==> config.mk <==
export PLATFORM = sky130hd
export DESIGN_NAME = sram_1rw_sched_flat
export DESIGN_NICKNAME = d
export VERILOG_FILES = /design/src/rtl/sram_1rw_sched_pkg.sv /design/src/rtl/sram_1rw_sched_if.sv /design/src/rtl/sram_1rw_sched_rr_arb2.sv /design/src/rtl/sram_1rw_sched.sv /design/src/flat_wrapper.sv
export SDC_FILE = /design/constraint.sdc
export NUM_CORES = 1
export LEC_CHECK = 0
export CAP_MARGIN = 10
export CORE_AREA = 3 3 140 142
export CTS_CLUSTER_DIAMETER = 200
export DETAILED_ROUTE_END_ITERATION = 7
export DIE_AREA = 0 0 143 145
export PLACE_DENSITY = 0.57
export SYNTH_ARGS = -nofsm -noshare
export SYNTH_HDL_FRONTEND = slang
export SYNTH_HIERARCHICAL = 1
export SYNTH_SLANG_ARGS = --single-unit
==> constraint.sdc <==
create_clock -name clock -period 3.8 [get_ports clock]
set_input_delay 0.76 -clock clock [delete_from_list [all_inputs] [get_ports clock]]
set_output_delay 0.76 -clock clock [all_outputs]
set_load 0.005 [all_outputs]
==> src/rtl/sram_1rw_sched_pkg.sv <==
// Shared types for the single-port SRAM scheduler: FSM states, requester id,
// and the request record presented by each requester.
package sram_sched_pkg;

  localparam int unsigned MAX_ADDR_W = 16;
  localparam int unsigned MAX_DATA_W = 128;

  typedef enum logic [1:0] {
    INIT,
    RUN,
    DRAIN
  } state_t;

  typedef logic req_id_t;

  typedef struct packed {
    logic                  write;
    logic [MAX_ADDR_W-1:0] addr;
    logic [MAX_DATA_W-1:0] wdata;
  } req_t;

  function automatic logic [1:0] id_onehot(input req_id_t id);
    return id ? 2'b10 : 2'b01;
  endfunction

endpackage

==> src/rtl/sram_1rw_sched_if.sv <==
// Two-requester valid/ready bus with a shared read-response return path.
interface sram_1rw_sched_if #(
  parameter int ADDR_W = 9,
  parameter int DATA_W = 64
);

  logic [1:0]             req_valid;
  logic [1:0]             req_ready;
  logic [1:0]             req_write;
  logic [1:0][ADDR_W-1:0] req_addr;
  logic [1:0][DATA_W-1:0] req_wdata;
  logic [1:0]             resp_valid;
  logic [DATA_W-1:0]      resp_data;

  modport master (
    output req_valid, req_write, req_addr, req_wdata,
    input  req_ready, resp_valid, resp_data
  );

  modport slave (
    input  req_valid, req_write, req_addr, req_wdata,
    output req_ready, resp_valid, resp_data
  );

endinterface

==> src/rtl/sram_1rw_sched_rr_arb2.sv <==
// Two-input round-robin arbiter; the pointer flips to the other requester
// after every grant and holds on idle cycles.
module rr_arb2 (
  input  logic       clk,
  input  logic       rst,
  input  logic [1:0] valid,
  input  logic       advance,
  output logic [1:0] grant
);

  logic ptr;

  always_comb begin
    grant = '0;
    if (advance) begin
      if (valid == 2'b11) grant = ptr ? 2'b10 : 2'b01;
      else                grant = valid;
    end
  end

  always_ff @(posedge clk) begin
    if (rst)         ptr <= 1'b0;
    else if (|grant) ptr <= grant[0];
  end

endmodule

==> src/rtl/sram_1rw_sched.sv <==
// Scheduler for one 1RW SRAM macro: zero-fills the array after reset/clear,
// then shares the port between two requesters with round-robin arbitration.
module sram_1rw_sched
  import sram_sched_pkg::*;
#(
  parameter int unsigned ADDR_W = 9,
  parameter int unsigned DATA_W = 64,
  parameter int unsigned DEPTH  = 512
) (
  input  logic              clock,
  input  logic              reset,
  input  logic              clear,
  output logic              init_done,
  sram_1rw_sched_if.slave   bus,
  output logic              mem_en,
  output logic              mem_wmode,
  output logic [ADDR_W-1:0] mem_addr,
  output logic [DATA_W-1:0] mem_wdata,
  input  logic [DATA_W-1:0] mem_rdata
);

  localparam int unsigned CNT_W = ADDR_W + 1;

  state_t           state;
  logic [CNT_W-1:0] init_cnt;
  logic             rd_pend;
  req_id_t          rd_id;

  logic             run_ok;
  logic [1:0]       grant;
  req_id_t          gid;
  logic             sel_write;

  // Grants are suppressed in the clear cycle and while reset is held, so a
  // reset from RUN never leaks a ready pulse.
  assign run_ok = (state == RUN) && !clear && !reset;

  rr_arb2 u_arb (
    .clk     (clock),
    .rst     (reset),
    .valid   (bus.req_valid),
    .advance (run_ok),
    .grant   (grant)
  );

  assign gid           = grant[1];
  assign sel_write     = bus.req_write[gid];
  assign bus.req_ready = grant;

  always_comb begin
    mem_en    = 1'b0;
    mem_wmode = 1'b0;
    mem_addr  = '0;
    mem_wdata = '0;
    if (!reset) begin
      case (state)
        INIT: begin
          mem_en    = 1'b1;
          mem_wmode = 1'b1;
          mem_addr  = init_cnt[ADDR_W-1:0];
        end
        RUN: begin
          if (|grant) begin
            mem_en    = 1'b1;
            mem_wmode = sel_write;
            mem_addr  = bus.req_addr[gid];
            mem_wdata = bus.req_wdata[gid];
          end
        end
        default: ;
      endcase
    end
  end

  // A read lost to reset must not surface, hence the reset gate here too.
  assign bus.resp_valid = (rd_pend && !reset) ? id_onehot(rd_id) : 2'b00;
  assign bus.resp_data  = mem_rdata;

  always_ff @(posedge clock) begin
    if (reset) begin
      state     <= INIT;
      init_cnt  <= '0;
      init_done <= 1'b0;
      rd_pend   <= 1'b0;
      rd_id     <= 1'b0;
    end else begin
      rd_pend <= (|grant) && !sel_write;
      rd_id   <= gid;
      case (state)
        INIT: begin
          if (clear) begin
            init_cnt <= '0;
          end else if (init_cnt == CNT_W'(DEPTH - 1)) begin
            state     <= RUN;
            init_done <= 1'b1;
            init_cnt  <= '0;
          end else begin
            init_cnt <= init_cnt + CNT_W'(1);
          end
        end
        RUN: begin
          if (clear) begin
            state     <= DRAIN;
            init_done <= 1'b0;
          end
        end
        DRAIN: begin
          state    <= INIT;
          init_cnt <= '0;
        end
        default: state <= INIT;
      endcase
    end
  end

endmodule

==> src/flat_wrapper.sv <==
// flat-port wrapper written by rule: the top's interface ports become plain ports
module sram_1rw_sched_flat import sram_sched_pkg::*;
#(
  parameter int unsigned ADDR_W = 9,
  parameter int unsigned DATA_W = 64,
  parameter int unsigned DEPTH  = 512
)
  (clock, reset, clear, init_done, mem_en, mem_wmode, mem_addr, mem_wdata, mem_rdata, bus_req_valid, bus_req_write, bus_req_addr, bus_req_wdata, bus_req_ready, bus_resp_valid, bus_resp_data);
  sram_1rw_sched_if #(.ADDR_W(ADDR_W), .DATA_W(DATA_W)) bus_i ();
  input  logic clock;
  input  logic reset;
  input  logic clear;
  output logic init_done;
  output logic mem_en;
  output logic mem_wmode;
  output logic [ADDR_W-1:0] mem_addr;
  output logic [DATA_W-1:0] mem_wdata;
  input  logic [DATA_W-1:0] mem_rdata;
  input wire logic [$bits(bus_i.req_valid)-1:0] bus_req_valid;
  input wire logic [$bits(bus_i.req_write)-1:0] bus_req_write;
  input wire logic [$bits(bus_i.req_addr)-1:0] bus_req_addr;
  input wire logic [$bits(bus_i.req_wdata)-1:0] bus_req_wdata;
  output wire logic [$bits(bus_i.req_ready)-1:0] bus_req_ready;
  output wire logic [$bits(bus_i.resp_valid)-1:0] bus_resp_valid;
  output wire logic [$bits(bus_i.resp_data)-1:0] bus_resp_data;
  assign bus_i.req_valid = bus_req_valid;
  assign bus_i.req_write = bus_req_write;
  assign bus_i.req_addr = bus_req_addr;
  assign bus_i.req_wdata = bus_req_wdata;
  assign bus_req_ready = bus_i.req_ready;
  assign bus_resp_valid = bus_i.resp_valid;
  assign bus_resp_data = bus_i.resp_data;
  sram_1rw_sched #(.ADDR_W(ADDR_W), .DATA_W(DATA_W), .DEPTH(DEPTH)) u_core (.clock(clock), .reset(reset), .clear(clear), .init_done(init_done), .bus(bus_i), .mem_en(mem_en), .mem_wmode(mem_wmode), .mem_addr(mem_addr), .mem_wdata(mem_wdata), .mem_rdata(mem_rdata));
endmodule
# After elaboration in Yosys (flattened, before gate mapping)
# Cells that the tools add are included.
# Widths: inputs -> output; s select.
dict set report word_totals {
  ff_bits 16
  input_bits 217
  out_inout_bits 144
  wordCells 62
}
dict set report op_classes {
  add_sub_neg 1
  n_lt_le_gt_ge 1
  eq_ne 7
  n_mux 34
  n_reduce_logical 13
}
# cell count
set op_table {}
lappend op_table {{$mux 64} 5}
lappend op_table {{$mux 9} 4}
lappend op_table {{$mux 10} 2}
lappend op_table {{$pmux 10 s2} 1}
lappend op_table {{$pmux 9 s2} 1}
lappend op_table {{$mux 2} 8}
lappend op_table {{$add 10x1->10 const B} 1}
lappend op_table {{$eq 10x9->1 const B} 1}
lappend op_table {{$mux 1} 9}
lappend op_table {{$pmux 1 s2} 3}
lappend op_table {{$eq 2x2->1 const B} 2}
lappend op_table {{$logic_and 1x1->1} 4}
lappend op_table {{$ne 2x2->1 const B} 2}
lappend op_table {{$pmux 2 s2} 1}
lappend op_table {{$reduce_and 4->1} 1}
lappend op_table {{$reduce_bool 2->1} 2}
lappend op_table {{$logic_not 1->1} 3}
lappend op_table {{$reduce_and 3->1} 1}
lappend op_table {{$eq 2x1->1 const B} 1}
lappend op_table {{$logic_not 2->1} 1}
lappend op_table {{$lt 1x2->1 const B} 1}
lappend op_table {{$ne 2x1->1 const B} 1}
lappend op_table {{$reduce_or 2->1} 1}

# Depth between registers and ports, before layout
dict set report logic_depth {
  word_depth 9
  mapped_depth 14
  depth_no_buf 9
}

# Modules after synthesis
# Netlist, hierarchy kept.
# mod n_inst cells_per_inst area_per_inst_um2
set modules_own_cells {}
lappend modules_own_cells {sram_1rw_sched 1 336 2987.9}
lappend modules_own_cells {rr_arb2 1 8 55.1}

# Worst setup path before layout
# Ideal clock, no wire load.
dict set report synth_path {
  path_kind {in2out}
  from {input port reset}
  to {output port mem_wdata[10]}
  t_arrival_ns 3.020
  slack_ns 0.020
  path_stages 14
  cell_sequence {clkbuf_1 -> nor2_1 -> nand2_1 -> nor2_1 -> nand2_1 -> a21oi_1 -> buf_2 -> nor2_1 -> or3_1 -> buf_6 -> or2_4 -> buf_8 -> buf_12 -> nor2_4}
}
dict set report synth_between {
  elab_chain_len 8
  elab_cells_between_ends 9
}
# item line_no
set synth_lines {}
lappend synth_lines {{start: declaration} flat_wrapper.sv:11} ;# input logic reset;
lappend synth_lines {{$logic_not 1->1 *} sram_1rw_sched.sv:36} ;# assign run_ok = (state == RUN) && !clear && !reset;
lappend synth_lines {{$logic_and 1x1->1 *} sram_1rw_sched.sv:36}
lappend synth_lines {{named net u_core.run_ok} sram_1rw_sched.sv:29} ;# logic run_ok;
lappend synth_lines {{$mux 2 *} sram_1rw_sched_rr_arb2.sv:15} ;# if (advance) begin
lappend synth_lines {{named net bus_req_ready[1]} flat_wrapper.sv:23} ;# output wire logic [$bits(bus_i.req_ready)-1:0] bus_req_ready;
lappend synth_lines {{$mux 64 (not written as such) (2 in series)} sram_1rw_sched.sv:67} ;# mem_wdata = bus.req_wdata[gid];
lappend synth_lines {{$mux 64 *} sram_1rw_sched.sv:63} ;# if (|grant) begin
lappend synth_lines {{$mux 64 *} sram_1rw_sched.sv:56} ;# case (state)
lappend synth_lines {{$mux 64 *} sram_1rw_sched.sv:55} ;# if (!reset) begin
lappend synth_lines {{end: declaration} flat_wrapper.sv:17} ;# output logic [DATA_W-1:0] mem_wdata;
# The timed path passes the listed nets; every way through them passes the cells marked *. The select of a mux whose other input is x is not followed.

# Final worst setup path
dict set report layout_path {
  from {input port bus_req_valid[0]}
  to {output port mem_wdata[37]}
}
dict set report layout_between {
  elab_chain_len 8
  elab_cells_between_ends 9
}
# item line_no
set layout_lines {}
lappend layout_lines {{start: declaration} flat_wrapper.sv:19} ;# input wire logic [$bits(bus_i.req_valid)-1:0] bus_req_valid;
lappend layout_lines {{$eq 2x2->1} sram_1rw_sched_rr_arb2.sv:16} ;# if (valid == 2'b11) grant = ptr ? 2'b10 : 2'b01;
lappend layout_lines {{$mux 2 *} sram_1rw_sched_rr_arb2.sv:16}
lappend layout_lines {{$mux 2 *} sram_1rw_sched_rr_arb2.sv:15}
lappend layout_lines {{$mux 64 (not written as such) (2 in series)} sram_1rw_sched.sv:67}
lappend layout_lines {{$mux 64 *} sram_1rw_sched.sv:63}
lappend layout_lines {{$mux 64 *} sram_1rw_sched.sv:56}
lappend layout_lines {{$mux 64 *} sram_1rw_sched.sv:55}
# Every way passes the cells marked *; elsewhere a longest branch is shown, timed or not. The select of a mux whose other input is x is not followed.

==> impl_metrics.yaml <==
setup_path:
  cp-start-kind: "primary input"
  crit_top_cell: "buf_4"
  path_max_fanout: 7
  path_depth: 11
  reg2reg_depth: 9
  max_stage_delay_ns: 0.44
  crit_arrival_ns: 2.93
  worstSetupPathType: "primary input to output pin"
  endpoint_kind: "output pin"
  cp_slowest_cell: "clkdlybuf4s50_1"
  required_ns: 3.04
  critical-path-top-delay-family: "buffers and inverters"
  crit_buf_inv: 6
  crit_chain: "clkdlybuf4s50_1 > buf_4 > a21oi_4 > nor2_2 > or3_4 > or2_4 > buf_4 > buf_12 > buf_16 > nor2_4 > clkdlybuf4s15_1"
sta:
  finalMaxSlewViolations: 0
  relSlewSlack_pct: 59.7
  period_needed_ns: 3.69
  worst_pin_slew_ns: 0.600
  timing.final.ws_setup_ns: 0.111
  max_clock_freq_ghz: 0.271
  setup_viol_count_final: 0
  timing.final.crit_share_pct: 97.1
  rsz0062_at_grt: "no"
  hold_violations: 0
  clock-skew-final_ns: 0.00182
yosys:
  synth-seq-cells: 16
  syn_inst: 344
  yosys_warnings: 6
  yosys.cell_types.count: 48
  synth_seq_area_share_pct: 10.5
  ys.flop_type: "dfxtp_1"
  synth_nets: 562
  syn_area_per_cell_sq_um: 8.85
  async_flop_share_pct: 0
  synth_area_sq_um: 3040
  synth_edf_count: 0
routing:
  vias: 3144
  ant_nets: 0
  wl_per_cell_microns: 15.0
  drt-total-wl_microns: 11700
  viasPerCell: 4.03
  firstDrtPassIters: 4
  drt_iter0_drc: 63
  drc: 0
clock_tree:
  h-tree-depth: 1
  clock_sinks: 16
  cts-root-buf: "clkbuf_16"
  cts_made_buffers: 3
  clock_latency_ns: 0.25
  clk_pin_slew_ns: 0.05
  ctsHoldBuffers: 0
  cts_tree: "done"
  clk_path_buf_depth: 2
global_routing:
  grt_use_total_pct: 10.6
  grt_max_degree: 27
  grt_pass1_wl_microns: 17800
  grt-ovfl-total: 0
  antenna_found_initial: 0
  grt_pass1_vias: 3375
run_status:
  status: "finished clean"
final_layout:
  final_cell_mix: "clkdlybuf4s50_1, mux2i_1, nor2_4, buf_4, clkbuf_2"
  layout_commonest_cell: "clkdlybuf4s50_1"
  fin_area_sq_um: 5520
  drive_gt1_share_pct: 32.4
  nNetsFinal: 765
  num_antenna_cells: 0
  area_delta_synth_final_pct: 81.5
  fin_cells: 780
worst_hold_path:
  hold_depth: 2
  hold_class: "flop to flop"
pwr:
  power_w: 0.000641
  p_leak_nw: 1.98
  ir_worst_vdd_mv: 0.140
  powerDensity_nw_per_um2: 116
placed_design:
  dp_slack_ns: -0.435
  dp.cells: 745
  dp_hpwl_microns: 9250
  portBuffers: 232
  dpl_cell_area_sq_um: 5190
  place_congestion: 0.801
die:
  fp.dieW_microns: 143
  dieHeight_microns: 145
  rows: 50
  coreArea_sq_um: 18600
  io_pins: 361
  dieArea_sq_um: 20700
  initial_core_util_pct: 16.4
run:
  drv_cap: 0
==> per-layer routing <==
metal	global-route usage [%]	vias up	share of wire, %
met3	3.99	27	12
met2	18.1	182	48
met1	12.6	1400	38
met5	0	-	0
li1	-	1535	-
met4	2.57	0	2.0
==> synthesized netlist by cell type (all sizes together), types with 3 or more instances <==
| cell | instances | area share (%) |
|---|---|---|
| inv | 8 | 1.1 |
| dfxtp | 16 | 11 |
| a21oi | 9 | 1.5 |
| nand3 | 6 | 0.99 |
| o21ai | 7 | 1.2 |
| clkbuf | 6 | 0.74 |
| nand2 | 8 | 0.99 |
| buf | 80 | 22 |
| nor3 | 5 | 0.82 |
| o22ai | 5 | 1.0 |
| nor2 | 78 | 24 |
| mux2i | 73 | 24 |
| or3 | 5 | 1.0 |
| a2bb2oi | 3 | 0.86 |
| and2 | 5 | 1.0 |
==> report_power, final <==
part | internal, W | switching [W] | leakage, nW | total (W)
clock | 0.000160 | 0.0000702 | 0.0442 | 0.000230
combinational | 0.000168 | 0.0000726 | 1.80 | 0.000241
sequential | 0.000169 | 0.00000147 | 0.129 | 0.000170
==> metrics by stage <==
stage / hold slack, ns / utilization, % / TNS, ns
global placement: 0.465 / 27.9 / -24.85
CTS: 0.493 / 30.3 / -0.0321
global route: 0.522 / 29.7 / 0
finish: 0.488 / 29.7 / 0
detailed placement: 0.464 / 27.9 / -27.81
floorplan: 0.464 / - / 0
==> kinds of logic (layout without fill, tap and decap cells) <==
family          count (synthesis)  count (layout)  share of synthesized area, %
mux                            73              73                          24.0
simple gates                  123             123                          33.3
compound gates                 37              37                          8.02
buf+inv                        94             296                          23.8
fa+ha+maj                       1               1                         0.411
flops                          16              16                          10.5
==> final cells by class <==
class / instances / area [sq um]
fillers: 1948 / 13100
repair buffers: 284 / 2740
multi-input cells: 234 / 2050
flip-flops and latches: 16 / 320
well taps: 234 / 293
clock buffers: 4 / 88.8
inverters: 8 / 32.5
==> sequential cells by signal, indices dropped and copies added, names as in the netlist <==
register and flops:
u_core/u_arb/ptr 1, u_core/rd_pend 1, u_core/init_cnt 10, u_core/init_done 1, u_core/state 2, u_core/rd_id 1
==> worst register-to-register path, delay by kind of cell (launching register included) <==
family / cells / cell delay, ns
buf+inv: 2 / 0.56
simple gates: 5 / 0.76
compound gates: 2 / 0.18
flops: 1 / 0.34
==> worst paths after layout <==
check | start | endpoint | slack [ns]
min | u_core/init_done | u_core/init_done | 0.49
min reg2reg | u_core/init_done | u_core/init_done | 0.49
max | bus_req_valid[0] | mem_wdata[37] | 0.11
max reg2reg | u_core/state[1] | u_core/rd_pend | 1.90
==> repair_timing <==
| item | in CTS | in global routing |
|---|---|---|
| gates cloned | 5 | 1 |
| buffers inserted | 22 | 3 |
| pin swaps | 7 | 5 |
| setup endpoints to repair | 75 | 71 |
| resized for setup | 171 | 49 |
Note: power is estimated with default switching activity, not from simulation.
